==> src/rtl/pwm_pkg.sv <==
// Shared definitions for the PWM output stage: compare-mode encodings,
// default datapath width and the mode decode helper.
package pwm_pkg;

   localparam int WIDTH_DEF = 16;

   // functions[1] set selects unaligned regardless of functions[0]
   localparam logic [1:0] FUNC_LEFT      = 2'b00;
   localparam logic [1:0] FUNC_RIGHT     = 2'b01;
   localparam logic [1:0] FUNC_UNALIGNED = 2'b10;

   typedef enum logic [1:0] {
      MODE_LEFT      = 2'd0,
      MODE_RIGHT     = 2'd1,
      MODE_UNALIGNED = 2'd2
   } pwm_mode_e;

   function automatic pwm_mode_e decode_func(input logic [1:0] func);
      pwm_mode_e mode;
      mode = MODE_LEFT;
      if (func[1]) begin
         mode = MODE_UNALIGNED;
      end else if (func[0]) begin
         mode = MODE_RIGHT;
      end
      return mode;
   endfunction

endpackage

==> src/rtl/pwm_compare_if.sv <==
// Configuration bus between the register file (master) and the PWM compare
// stage (slave). cfg_wr is a single-cycle strobe with no back-pressure: the
// slave always accepts it, and upd_pending reports a write not yet in effect.
interface pwm_compare_if #(
   parameter int WIDTH = 16
);

   logic             cfg_wr;
   logic [WIDTH-1:0] compare1;
   logic [WIDTH-1:0] compare2;
   logic [1:0]       functions;
   logic             upd_pending;

   modport master (
      output cfg_wr,
      output compare1,
      output compare2,
      output functions,
      input  upd_pending
   );

   modport slave (
      input  cfg_wr,
      input  compare1,
      input  compare2,
      input  functions,
      output upd_pending
   );

endinterface

==> src/rtl/pwm_boundary_det.sv <==
// Period boundary detector: remembers the previous counter value and flags the
// wrap (period->0 counting up, 0->period counting down), plus a registered pulse.
module pwm_boundary_det #(
   parameter int WIDTH = 16
) (
   input  logic             clk,
   input  logic             rst_n,
   input  logic [WIDTH-1:0] count_val,
   input  logic [WIDTH-1:0] period,
   input  logic             upnotdown,
   output logic             boundary,
   output logic             period_done
);

   logic [WIDTH-1:0] prev_count_q, prev_count_d;
   logic             period_done_q, period_done_d;
   logic             wrap_up;
   logic             wrap_down;

   // A zero period never wraps; prescaler hold cycles leave prev==count and miss both tests.
   always_comb begin
      prev_count_d  = count_val;
      wrap_up       = (prev_count_q == period) && (count_val == '0);
      wrap_down     = (prev_count_q == '0) && (count_val == period);
      boundary      = 1'b0;
      if (period != '0) begin
         boundary = upnotdown ? wrap_up : wrap_down;
      end
      period_done_d = boundary;
   end

   always_ff @(posedge clk or negedge rst_n) begin
      if (!rst_n) begin
         prev_count_q  <= '0;
         period_done_q <= 1'b0;
      end else begin
         prev_count_q  <= prev_count_d;
         period_done_q <= period_done_d;
      end
   end

   assign period_done = period_done_q;

endmodule

==> src/rtl/pwm_compare.sv <==
// PWM output stage: double-buffered compare/mode registers that switch only at
// a period boundary (or immediately when idle), and a registered compare output.
module pwm_compare
   import pwm_pkg::*;
#(
   parameter int WIDTH = WIDTH_DEF
) (
   input  logic             clk,
   input  logic             rst_n,
   input  logic             pwm_en,
   input  logic [WIDTH-1:0] count_val,
   input  logic [WIDTH-1:0] period,
   input  logic             upnotdown,
   pwm_compare_if.slave     cfg,
   output logic             pwm_out,
   output logic             period_done
);

   logic [WIDTH-1:0] pend_cmp1_q, pend_cmp1_d;
   logic [WIDTH-1:0] pend_cmp2_q, pend_cmp2_d;
   logic [1:0]       pend_func_q, pend_func_d;
   logic [WIDTH-1:0] act_cmp1_q,  act_cmp1_d;
   logic [WIDTH-1:0] act_cmp2_q,  act_cmp2_d;
   logic [1:0]       act_func_q,  act_func_d;
   logic             upd_pending_q, upd_pending_d;
   logic             pwm_out_q, pwm_out_d;

   logic             boundary;
   logic             xfer;
   logic [WIDTH-1:0] eff_cmp1;
   logic [WIDTH-1:0] eff_cmp2;
   logic [1:0]       eff_func;
   pwm_mode_e        eff_mode;
   logic             hit;

   pwm_boundary_det #(
      .WIDTH (WIDTH)
   ) u_boundary_det (
      .clk         (clk),
      .rst_n       (rst_n),
      .count_val   (count_val),
      .period      (period),
      .upnotdown   (upnotdown),
      .boundary    (boundary),
      .period_done (period_done)
   );

   // While the output is idle there is no period to protect, so transfer at once.
   always_comb begin
      xfer = upd_pending_q && (boundary || (period == '0) || !pwm_en);
   end

   // Pending values steer the boundary cycle itself so count 0 of the new period uses them.
   always_comb begin
      eff_cmp1 = act_cmp1_q;
      eff_cmp2 = act_cmp2_q;
      eff_func = act_func_q;
      if (boundary && upd_pending_q) begin
         eff_cmp1 = pend_cmp1_q;
         eff_cmp2 = pend_cmp2_q;
         eff_func = pend_func_q;
      end
      eff_mode = decode_func(eff_func);
   end

   always_comb begin
      hit = 1'b0;
      case (eff_mode)
         MODE_LEFT:      hit = (count_val < eff_cmp1);
         MODE_RIGHT:     hit = (count_val >= eff_cmp1);
         MODE_UNALIGNED: hit = (count_val >= eff_cmp1) && (count_val < eff_cmp2);
         default:        hit = 1'b0;
      endcase
      pwm_out_d = pwm_en && (period != '0) && hit;
   end

   // A write coinciding with a transfer lands in pending and keeps the flag set.
   always_comb begin
      pend_cmp1_d   = pend_cmp1_q;
      pend_cmp2_d   = pend_cmp2_q;
      pend_func_d   = pend_func_q;
      act_cmp1_d    = act_cmp1_q;
      act_cmp2_d    = act_cmp2_q;
      act_func_d    = act_func_q;
      upd_pending_d = upd_pending_q;
      if (xfer) begin
         act_cmp1_d    = pend_cmp1_q;
         act_cmp2_d    = pend_cmp2_q;
         act_func_d    = pend_func_q;
         upd_pending_d = 1'b0;
      end
      if (cfg.cfg_wr) begin
         pend_cmp1_d   = cfg.compare1;
         pend_cmp2_d   = cfg.compare2;
         pend_func_d   = cfg.functions;
         upd_pending_d = 1'b1;
      end
   end

   always_ff @(posedge clk or negedge rst_n) begin
      if (!rst_n) begin
         pend_cmp1_q   <= '0;
         pend_cmp2_q   <= '0;
         pend_func_q   <= FUNC_LEFT;
         act_cmp1_q    <= '0;
         act_cmp2_q    <= '0;
         act_func_q    <= FUNC_LEFT;
         upd_pending_q <= 1'b0;
         pwm_out_q     <= 1'b0;
      end else begin
         pend_cmp1_q   <= pend_cmp1_d;
         pend_cmp2_q   <= pend_cmp2_d;
         pend_func_q   <= pend_func_d;
         act_cmp1_q    <= act_cmp1_d;
         act_cmp2_q    <= act_cmp2_d;
         act_func_q    <= act_func_d;
         upd_pending_q <= upd_pending_d;
         pwm_out_q     <= pwm_out_d;
      end
   end

   assign pwm_out         = pwm_out_q;
   assign cfg.upd_pending = upd_pending_q;

endmodule

==> src/flat_wrapper.sv <==
// flat-port wrapper written by rule: the top's interface ports become plain ports
module pwm_compare_flat import pwm_pkg::*;
#(
   parameter int WIDTH = WIDTH_DEF
)
  (clk, rst_n, pwm_en, count_val, period, upnotdown, pwm_out, period_done, cfg_cfg_wr, cfg_compare1, cfg_compare2, cfg_functions, cfg_upd_pending);
  pwm_compare_if #(.WIDTH(WIDTH)) cfg_i ();
  input  logic clk;
  input  logic rst_n;
  input  logic pwm_en;
  input  logic [WIDTH-1:0] count_val;
  input  logic [WIDTH-1:0] period;
  input  logic upnotdown;
  output logic pwm_out;
  output logic period_done;
  input wire logic [$bits(cfg_i.cfg_wr)-1:0] cfg_cfg_wr;
  input wire logic [$bits(cfg_i.compare1)-1:0] cfg_compare1;
  input wire logic [$bits(cfg_i.compare2)-1:0] cfg_compare2;
  input wire logic [$bits(cfg_i.functions)-1:0] cfg_functions;
  output wire logic [$bits(cfg_i.upd_pending)-1:0] cfg_upd_pending;
  assign cfg_i.cfg_wr = cfg_cfg_wr;
  assign cfg_i.compare1 = cfg_compare1;
  assign cfg_i.compare2 = cfg_compare2;
  assign cfg_i.functions = cfg_functions;
  assign cfg_upd_pending = cfg_i.upd_pending;
  pwm_compare #(.WIDTH(WIDTH)) u_core (.clk(clk), .rst_n(rst_n), .pwm_en(pwm_en), .count_val(count_val), .period(period), .upnotdown(upnotdown), .cfg(cfg_i), .pwm_out(pwm_out), .period_done(period_done));
endmodule
==> config.mk <==
export PLATFORM = sky130hd
export DESIGN_NAME = pwm_compare_flat
export DESIGN_NICKNAME = d
export VERILOG_FILES = /design/src/rtl/pwm_pkg.sv /design/src/rtl/pwm_compare_if.sv /design/src/rtl/pwm_boundary_det.sv /design/src/rtl/pwm_compare.sv /design/src/flat_wrapper.sv
export SDC_FILE = /design/constraint.sdc
export NUM_CORES = 1
export LEC_CHECK = 0
export ABC_AREA = 1
export BUFFER_PORTS_ARGS = -buffer_cell sky130_fd_sc_hd__buf_2
export CAP_MARGIN = 10
export CORE_MARGIN = 10
export CORE_UTILIZATION = 40
export DETAILED_ROUTE_END_ITERATION = 8
export GPL_TIMING_DRIVEN = 1
export PLACE_DENSITY = 0.58
export SLEW_MARGIN = 20
export SYNTH_ARGS = -nofsm -noshare
export SYNTH_HDL_FRONTEND = slang
export SYNTH_SLANG_ARGS = --single-unit
==> constraint.sdc <==
create_clock -name clk -period 7.4 [get_ports clk]
set_input_delay 1.48 -clock clk [delete_from_list [all_inputs] [get_ports clk]]
set_output_delay 1.48 -clock clk [all_outputs]
set_load 0.1 [all_outputs]
==> results.yml, run 1 <==
power:
  total_power_mw: 1.25
  intPower_uw: 886
  seq_power_share: 0.442
  p_leak_nw: 2.92
  peakVddDrop_mv: 0.103
  p_comb_frac: 0.191
  switching_share: 0.289
  pwr-share-clk: 0.366
  p_sw_uw: 360
  powerDensity_nw_per_um2: 223
logic_synthesis:
  synth_top_area_frac: 0.454
  synth-seq-area-share: 0.454
  synth_top_cell_by_area: "dfrtp_1"
  syn_inst: 639
  syn_area_per_cell_um2: 7.51
  synth_cell_types: 28
  synthTopCellsByArea: "dfrtp_1 (45%), nand2_1 (15%), ha_1 (8.1%)"
  yosysWarningCount: 0
  syn-num-nets: 741
  ys_ff_latch: 87
  syn-cell-area_um2: 4800
clocking:
  clkTransAtPathRegs_ns: 0.06
  cts.sinks: 87
  numCtsBuffers: 9
  cts_resized: 0
  htreeDepth: 3
  post_cts_buffers: 0
  ctsLongestPathBuffers: 2
  root_buffer: "clkbuf_16"
  clk_latency_ns: 0.35
  cts_tree: "yes"
  postCtsHoldBufs: 0
setup_path:
  ff2ff_path_depth: 20
  endpoint_kind: "register"
  cp_max_fo: 51
  critPathSlowestCell: "buf_4"
  critPathMaxStageDelay_ns: 0.38
  critPathBufInv: 4
  cp.arrival_ns: 4.54
  cp_top_family: "simple AND/OR/NAND/NOR gates"
  worstReg2RegEnd: "u_core.pwm_out"
  cp.required_ns: 7.67
  crit_start: "count_val[10]"
  cp.depth: 22
  worst_path_most_repeated_cell: "nand2_1"
  cp-endpoint: "u_core.pwm_out"
  path_cells: "buf_2, inv_1, nand2_1, nand2_1, nor2_1, nand2_1, nor2_1, nand3_1, nand2_2, nand3_2, buf_4, nor2_1, a21oi_1, ha_1, nand2_1, o21a_1, o221a_2, inv_1, a21oi_1, a21oi_1, nand2_1, a21oi_2"
  start_kind: "primary input"
  r2r-start: "u_core.u_boundary_det.prev_count_q[0]"
  crit_type: "primary input to register"
  r2r_slack_ns: 4.04
route:
  drc_errors: 0
  first_pass_iters: 5
  num_vias: 4175
  drt_iter0_drc: 204
  viasPerCell: 4.90
  wl_per_cell_um: 14.4
  wl_um: 12300
  ant_nets: 0
final_layout:
  most-common-layout-cells: "nand2_1 (186), dfrtp_1 (87), inv_1 (82)"
  antennaDiodeCount: 0
  finalInstanceArea_um2: 5580
  final_common_cell: "nand2_1"
  nets: 806
  areaGrowthSynthToFinish_pct: 16.4
  layout-drive-gt1-share: 0.141
  fillers: 1168
floorplanning:
  die_area_um2: 16800
  coreArea_um2: 11600
  ioPinCount: 74
  die_h_um: 129
  start_util: 0.415
  fp.dieW_um: 129
  num_rows: 39
global_routing:
  grt_pass1_vias: 4146
  grt_pass1_wl_um: 20200
  grt_max_degree: 70
  overflow: 0
  grt_antenna_before_repair: 0
  grt_usage: 0.151
timing:
  tightest_slew_ns: 0.944
  timing.fmax_mhz: 234
  hold_viol_final: 0
  setup_violations: 0
  holdWs_ns: 0.486
  period_needed_ns: 4.27
  slew_headroom: 0.371
  setup_tns_ns: 0
  drv_slew: 0
  clock_skew_ns: 0.00866
  fin_crit_sh: 0.577
  grt_setup_unrepaired: "no"
place:
  dp_hpwl_um: 9300
  gp_congestion: 0.939
  portBuffers: 73
  postPlaceCellArea_um2: 5280
run_status:
  status: "finished clean"
min_path:
  min_path_type: "register to register"
job:
  maxCapViolCount: 0
[per-layer routing]
layer / vias to the layer above / share of wire / GRT usage
met5: - / 0 / 0
met4: 0 / 0.020 / 0.0556
met3: 16 / 0.047 / 0.0290
met2: 92 / 0.47 / 0.255
met1: 1907 / 0.46 / 0.188
li1: 2160 / - / -
[cell usage after synthesis (all sizes together)]
cell type / instances
a21o: 1
a21oi: 46
o221a: 2
nand2: 187
o21ai: 76
dfrtp: 87
and2: 1
xnor2: 1
a211oi: 3
o21a: 2
buf: 5
o221ai: 1
nor2: 70
or2: 4
nor4: 5
nor3: 3
nand3: 11
ha: 31
nand4: 3
inv: 83
clkbuf: 17
[worst min path at each step]
stage	endpoint	from	cells past startpoint
floorplan	u_core.act_cmp2_q[0]	u_core.act_cmp2_q[0]	2
detailed placement	u_core.act_cmp2_q[0]	u_core.act_cmp2_q[0]	2
CTS	u_core.act_cmp2_q[0]	u_core.act_cmp2_q[0]	2
finish	u_core.act_cmp2_q[8]	u_core.act_cmp2_q[8]	2
global route	u_core.act_cmp1_q[6]	u_core.act_cmp1_q[6]	2
global placement	u_core.act_cmp2_q[4]	u_core.act_cmp2_q[4]	2
[worst min-delay path, cell delays in order, from the launching register on]
cell and delay (ns):
dfrtp_1 0.34, nand2_1 0.05, o21ai_0 0.06
[state kept, by name, summed over array words and instances, names as in the netlist, 2 cells and up]
signal,cells
u_core.act_cmp1_q,16
u_core.act_cmp2_q,16
u_core.pend_cmp1_q,16
u_core.pend_cmp2_q,16
u_core.u_boundary_det.prev_count_q,16
u_core.act_func_q,2
u_core.pend_func_q,2
[cell type report]
cell class                 instances  area, um^2  share of cell area
clock inverter                     5        57.6              0.0103
clock buffer                      11         243              0.0435
timing repair buffer              76         390              0.0700
multi-input combinational        447        2220               0.398
sequential                        87        2180               0.390
inverter                          83         312              0.0558
tap                              143         179              0.0321
[cells by family (layout without fill, tap and decap cells)]
logic type,after synthesis,after routing,share of synthesized area
buf+inv,105,175,0.0851
compound gates,131,131,0.144
flops,87,87,0.454
simple gates,284,284,0.234
xor+xnor,1,1,0.00183
fa+ha+maj,31,31,0.0809
[power groups by stage]
stage	registers, mW	logic, mW	clock network [mW]
after floorplan	0.565	0.150	0
after global placement	0.559	0.235	0
after detailed placement	0.560	0.242	0
after CTS	0.551	0.243	0.466
after global routing	0.556	0.281	0.485
final	0.551	0.238	0.457
[stage by stage]
stage	setup WS, ns	std cells	utilization
global placement	2.85	836	0.457
CTS	3.11	852	0.483
detailed placement	2.77	836	0.457
finish	3.13	852	0.483
floorplan	3.52	639	-
global route	2.76	852	0.483
(Power assumes the default switching activity.)
==> run 2: changes to the inputs <==
Settings changed: ABC_AREA 1 to 0, PLACE_DENSITY 0.58 to 0.6.
Clock period 7.4 ns to 3.82 ns, I/O delays scaled along.
==> results.yml, run 2 <==
logic_synthesis:
  yosysWarningCount: 0
  synth-seq-area-share: 0.470
  synth_top_area_frac: 0.470
  synth_edf_count: 0
  synth_cell_types: 45
  syn-num-nets: 468
  syn-cell-area_um2: 4630
  synth_flop_cell: "dfrtp_1"
  ys_ff_latch: 87
  syn_area_per_cell_um2: 12.7
  synth_top_cell_by_area: "dfrtp_1"
  synth-async-reset-ratio: 1.00
  yosysMostFrequentCell: "dfrtp_1"
  synthTopCellsByCount: "dfrtp_1 (87), mux2_2 (70), ha_1 (31), mux2i_1 (31), xnor2_1 (30)"
  synthTopCellsByArea: "dfrtp_1 (47%), mux2_2 (17%), ha_1 (8.4%)"
  syn_inst: 366
route:
  drc_errors: 0
  wl_um: 12000
  num_vias: 3329
  drt_iter0_drc: 129
  ant_nets: 0
  viasPerCell: 5.26
  first_pass_iters: 4
  wl_per_cell_um: 18.9
timing:
  timing.fmax_mhz: 266
  tightest_slew_ns: 0.822
  hold_viol_final: 0
  drv_slew: 0
  grt_setup_unrepaired: "yes"
  clock_skew_ns: 0.00759
  fin_crit_sh: 0.985
  setup_violations: 0
  slew_headroom: 0.450
  period_needed_ns: 3.76
final_layout:
  most-common-layout-cells: "dfrtp_1 (87), buf_2 (71), mux2_2 (70)"
  areaGrowthSynthToFinish_pct: 30.7
  multi_input_area_um2: 2580
  fillers: 987
  finalInstanceArea_um2: 6060
  layout-drive-gt1-share: 0.473
  final_util: 0.533
  fin_cells: 633
  antennaDiodeCount: 0
  final_common_cell: "dfrtp_1"
  nets: 587
  seqCellArea_um2: 2180
global_routing:
  overflow: 0
  grt_max_degree: 88
  grt_pass1_vias: 3555
  grt_pass1_wl_um: 18500
  grt_antenna_before_repair: 0
  grt_usage: 0.143
place:
  postPlaceCellArea_um2: 5400
  place_inst: 608
  portBuffers: 73
  dp_hpwl_um: 8970
  gp_congestion: 0.898
clocking:
  clkTransAtPathRegs_ns: 0.06
  clk_latency_ns: 0.34
  ctsLongestPathBuffers: 2
  htreeDepth: 3
  cts_tree: "yes"
  postCtsHoldBufs: 0
  numCtsBuffers: 9
  root_buffer: "clkbuf_16"
  cts.sinks: 87
setup_path:
  critPathSlowestCell: "or4_1"
  endpoint_kind: "register"
  critPathMaxStageDelay_ns: 0.41
  cp.required_ns: 4.09
  cp.arrival_ns: 4.03
  crit_type: "primary input to register"
  path_cells: "buf_2, xor2_1, or4_1, nor3_2, a32o_4, buf_12, mux2i_4, ha_1, buf_4, a21o_1, a2bb2oi_2, a31oi_2, o211a_1, a2111o_1, a21oi_2"
  start_kind: "primary input"
  cp_max_fo: 6
power:
  powerDensity_nw_per_um2: 458
  p_leak_nw: 2.65
  peakVddDrop_mv: 0.288
job:
  maxCapViolCount: 0
floorplanning:
  ioPinCount: 74
  die_area_um2: 16300
  die_h_um: 128
  fp.dieW_um: 128
  num_rows: 39
  coreArea_um2: 11400
  start_util: 0.408
min_path:
  min_path_type: "primary input to asynchronous set/reset pin"
run_status:
  status: "finished clean"
## run 2: changes by cell type after synthesis, sizes merged, moves of 8 or more
cell / delta
nand2: -176
xnor2: +29
mux2i: +31
inv: -79
o21ai: -72
clkbuf: -14
nor4: +8
mux2: +70
nor2: -63
nand4: +8
a21oi: -37
## run 2: timing repair
item / CTS / global route
cloned: 0 / 1
setup endpoints to repair: 1 / 1
buffers inserted: 3 / 5
hold endpoints to repair: 0 / 0
gates resized for setup: 7 / 28
pin swaps: 4 / 23
## run 2: critical path, delay by kind of cell
family	cells	cell delay (ns)
mux	1	0.23
simple gates	2	0.65
xor+xnor	1	0.15
compound gates	7	1.53
fa+ha+maj	1	0.26
buf+inv	3	0.43
## run 2: per-layer routing
layer / up-vias / global-route usage / wire length (um)
li1: 1607 / - / -
met1: 1647 / 0.180 / 5480
met2: 65 / 0.231 / 5780
met3: 10 / 0.0368 / 567
met4: 0 / 0.0510 / 145
met5: - / 0 / 0
## run 2: per-stage QoR
step	power (mW)	setup slack, ns	setup TNS (ns)	hold slack [ns]
after floorplan	1.48	0.0117	0	0.468
after global placement	1.69	-0.675	-0.675	0.487
after detailed placement	1.71	-0.716	-0.716	0.492
after CTS	2.74	0.0175	0	0.505
after global routing	2.92	-0.0846	-0.0846	0.517
final	2.77	0.0559	0	0.487
## run 2: final cells by class
type | instances | area share
multi-input cells | 264 | 0.426
flip-flops and latches | 87 | 0.359
repair buffers | 119 | 0.125
clock buffers | 11 | 0.0401
well taps | 143 | 0.0295
clock inverters | 5 | 0.0171
inverters | 4 | 0.00248
## run 2: path summary, 6_finish.rpt
path | from | to | slack, ns | depth (start not counted)
max | period[8] | u_core.pwm_out | 0.06 | 15
min in group clk | u_core.act_cmp1_q[15] | u_core.act_cmp1_q[15] | 0.50 | 1
max reg2reg | u_core.u_boundary_det.prev_count_q[3] | u_core.pwm_out | 0.20 | 14
min reg2reg | u_core.act_cmp1_q[15] | u_core.act_cmp1_q[15] | 0.50 | 1
max in group asynchronous | rst_n | u_core.pend_cmp2_q[6] | 2.82 | 1
min | rst_n | u_core.act_cmp2_q[11] | 0.49 | 1
## run 2: cells by family after synthesis
family          after synthesis  synth area share
flops                        87             0.470
xor+xnor                     32            0.0605
fa+ha+maj                    31            0.0837
compound gates               37            0.0567
simple gates                 63            0.0767
buf+inv                      15            0.0154
mux                         101             0.237
## run 2: power by group
group	internal, mW	switching [mW]	leakage, nW
Clock	0.658	0.354	0.170
Combinational	0.336	0.307	1.45
Sequential	1.04	0.0787	1.02
==> run 3: changes to the inputs <==
--- a/config.mk
+++ b/config.mk
@@ -13,4 +13,5 @@
 export DETAILED_ROUTE_END_ITERATION = 8
 export GPL_TIMING_DRIVEN = 1
+export MAX_ROUTING_LAYER = met4
 export PLACE_DENSITY = 0.6
 export SLEW_MARGIN = 20
==> constraint.sdc (replaced) <==
create_clock -name clk -period 3.82 [get_ports clk]
set_input_delay 0.764 -clock clk [delete_from_list [all_inputs] [get_ports clk]]
set_output_delay 0.764 -clock clk [all_outputs]
set_load 0.01 [all_outputs]
==> results.yml, run 3 (synthesized netlist as in run 2, its figures left out) <==
clocking:
  clk_latency_ns: 0.34
  htreeDepth: 3
  root_buffer: "clkbuf_16"
  clkTransAtPathRegs_ns: 0.06
  cts.sinks: 87
  cts_tree: "yes"
  ctsLongestPathBuffers: 2
  numCtsBuffers: 9
place:
  gp_congestion: 0.902
  portBuffers: 73
  dp_hpwl_um: 9100
  place_inst: 609
timing:
  tightest_slew_ns: 0.843
  fin_crit_sh: 0.980
  clock_skew_ns: 0.00556
  drv_slew: 0
  hold_viol_final: 0
  period_needed_ns: 3.74
  slew_headroom: 0.436
  setup_violations: 0
  timing.fmax_mhz: 267
global_routing:
  grt_pass1_vias: 3636
  overflow: 0
  grt_usage: 0.152
  grt_antenna_before_repair: 0
  grt_max_degree: 88
  grt_pass1_wl_um: 19200
setup_path:
  cp_max_fo: 6
  r2r-start: "u_core.u_boundary_det.prev_count_q[3]"
  r2r_slack_ns: 0.18
  crit_type: "primary input to register"
  start_kind: "primary input"
  critPathSlowestCell: "or4_1"
  cp.arrival_ns: 4.01
  worstReg2RegEnd: "u_core.pwm_out"
  cp.required_ns: 4.09
  ff2ff_path_depth: 13
  critPathMaxStageDelay_ns: 0.41
  path_cells: "buf_2, xor2_1, or4_1, nor3_2, a32o_4, buf_16, mux2i_2, ha_2, and2_1, a221oi_4, a211oi_2, o211a_1, a2111o_1, a21oi_2"
  endpoint_kind: "register"
final_layout:
  most-common-layout-cells: "dfrtp_1 (87), buf_2 (71), mux2_2 (70)"
  final_util: 0.537
  nets: 587
  fillers: 968
  areaGrowthSynthToFinish_pct: 31.7
  layout-drive-gt1-share: 0.488
  final_common_cell: "dfrtp_1"
  antennaDiodeCount: 0
  fin_cells: 633
run_status:
  status: "finished clean"
route:
  drc_errors: 0
  first_pass_iters: 4
  drt_iter0_drc: 122
  wl_per_cell_um: 18.7
  ant_nets: 0
  viasPerCell: 5.28
  wl_um: 11800
  num_vias: 3340
floorplanning:
  fp.dieW_um: 128
  die_area_um2: 16300
  start_util: 0.408
  ioPinCount: 74
  num_rows: 39
  die_h_um: 128
  coreArea_um2: 11400
power:
  p_leak_nw: 2.67
  peakVddDrop_mv: 0.210
  seq_power_share: 0.404
  powerDensity_nw_per_um2: 453
  pwr-share-clk: 0.371
  intPower_mw: 2.05
  switching_share: 0.259
  total_power_mw: 2.77
  p_sw_uw: 717
  p_comb_frac: 0.226
min_path:
  min_path_type: "primary input to asynchronous set/reset pin"
job:
  maxCapViolCount: 0
## run 3: cell types whose count changed in the layout (fill, tap and decap cells not counted), moves of 2 or more
cell,delta
buf_6,-2
xnor2_1,-3
xnor2_2,+3
mux2i_4,-2
## run 3: per-layer routing
layer	global-route usage	vias up	wire length (um)
li1	-	1606	-
met1	0.196	1663	5620
met2	0.233	58	5580
met3	0.0347	13	412
met4	0.0444	0	194
met5	-	-	0
## run 3: through the flow
stage / hold WS (ns) / worst slack [ns] / setup TNS [ns] / instance area (um^2)
finish: 0.469 / 0.0758 / 0 / 6100
detailed placement: 0.493 / -0.744 / -0.744 / 5410
global placement: 0.487 / -0.773 / -0.773 / 5410
floorplan: 0.468 / 0.0117 / 0 / 4640
CTS: 0.507 / 0.0200 / 0 / 5920
global route: 0.518 / -0.0178 / -0.0178 / 6100
## run 3: what timing repair did
item,4_1_cts,5_1_grt
setup buffers,4,5
endpoints found under the setup margin,1,1
resized for setup,14,28
gates cloned,1,0
hold buffers,0,0
pin swaps,8,22
## run 3: layout make-up
cell class / instances / area, um^2 / area share
tap: 143 / 179 / 0.0293
inverter: 4 / 15.0 / 0.00246
timing repair buffer: 119 / 759 / 0.124
sequential: 87 / 2180 / 0.357
clock buffer: 11 / 253 / 0.0414
clock inverter: 5 / 104 / 0.0170
multi-input combinational: 264 / 2620 / 0.429
## run 3: how the worst max path moves through the flow
stage               slack, ns         start  cells past startpoint        endpoint
floorplan                0.01     period[8]                     14  u_core.pwm_out
global placement        -0.77  count_val[5]                     16  u_core.pwm_out
detailed placement      -0.74  count_val[5]                     16  u_core.pwm_out
CTS                      0.02     period[3]                     16  u_core.pwm_out
global route            -0.02    period[14]                     15  u_core.pwm_out
finish                   0.08     period[8]                     14  u_core.pwm_out
## run 3: power by group through the flow
stage               clock network, mW  logic (mW)  registers [mW]
finish                           1.03       0.625            1.12
CTS                              1.05       0.585            1.11
detailed placement                  0       0.561            1.13
global placement                    0       0.540            1.13
floorplan                           0       0.355            1.11
global route                     1.09       0.701            1.13
## run 3: worst max-delay path: cells and delay by family
family	cells	cell delay [ns]
adder cells (fa/ha/maj)	1	0.35
XOR/XNOR	1	0.15
AO/OA/AOI/OAI	6	1.44
buffers and inverters	2	0.28
AND/OR/NAND/NOR	3	0.78
multiplexers	1	0.24
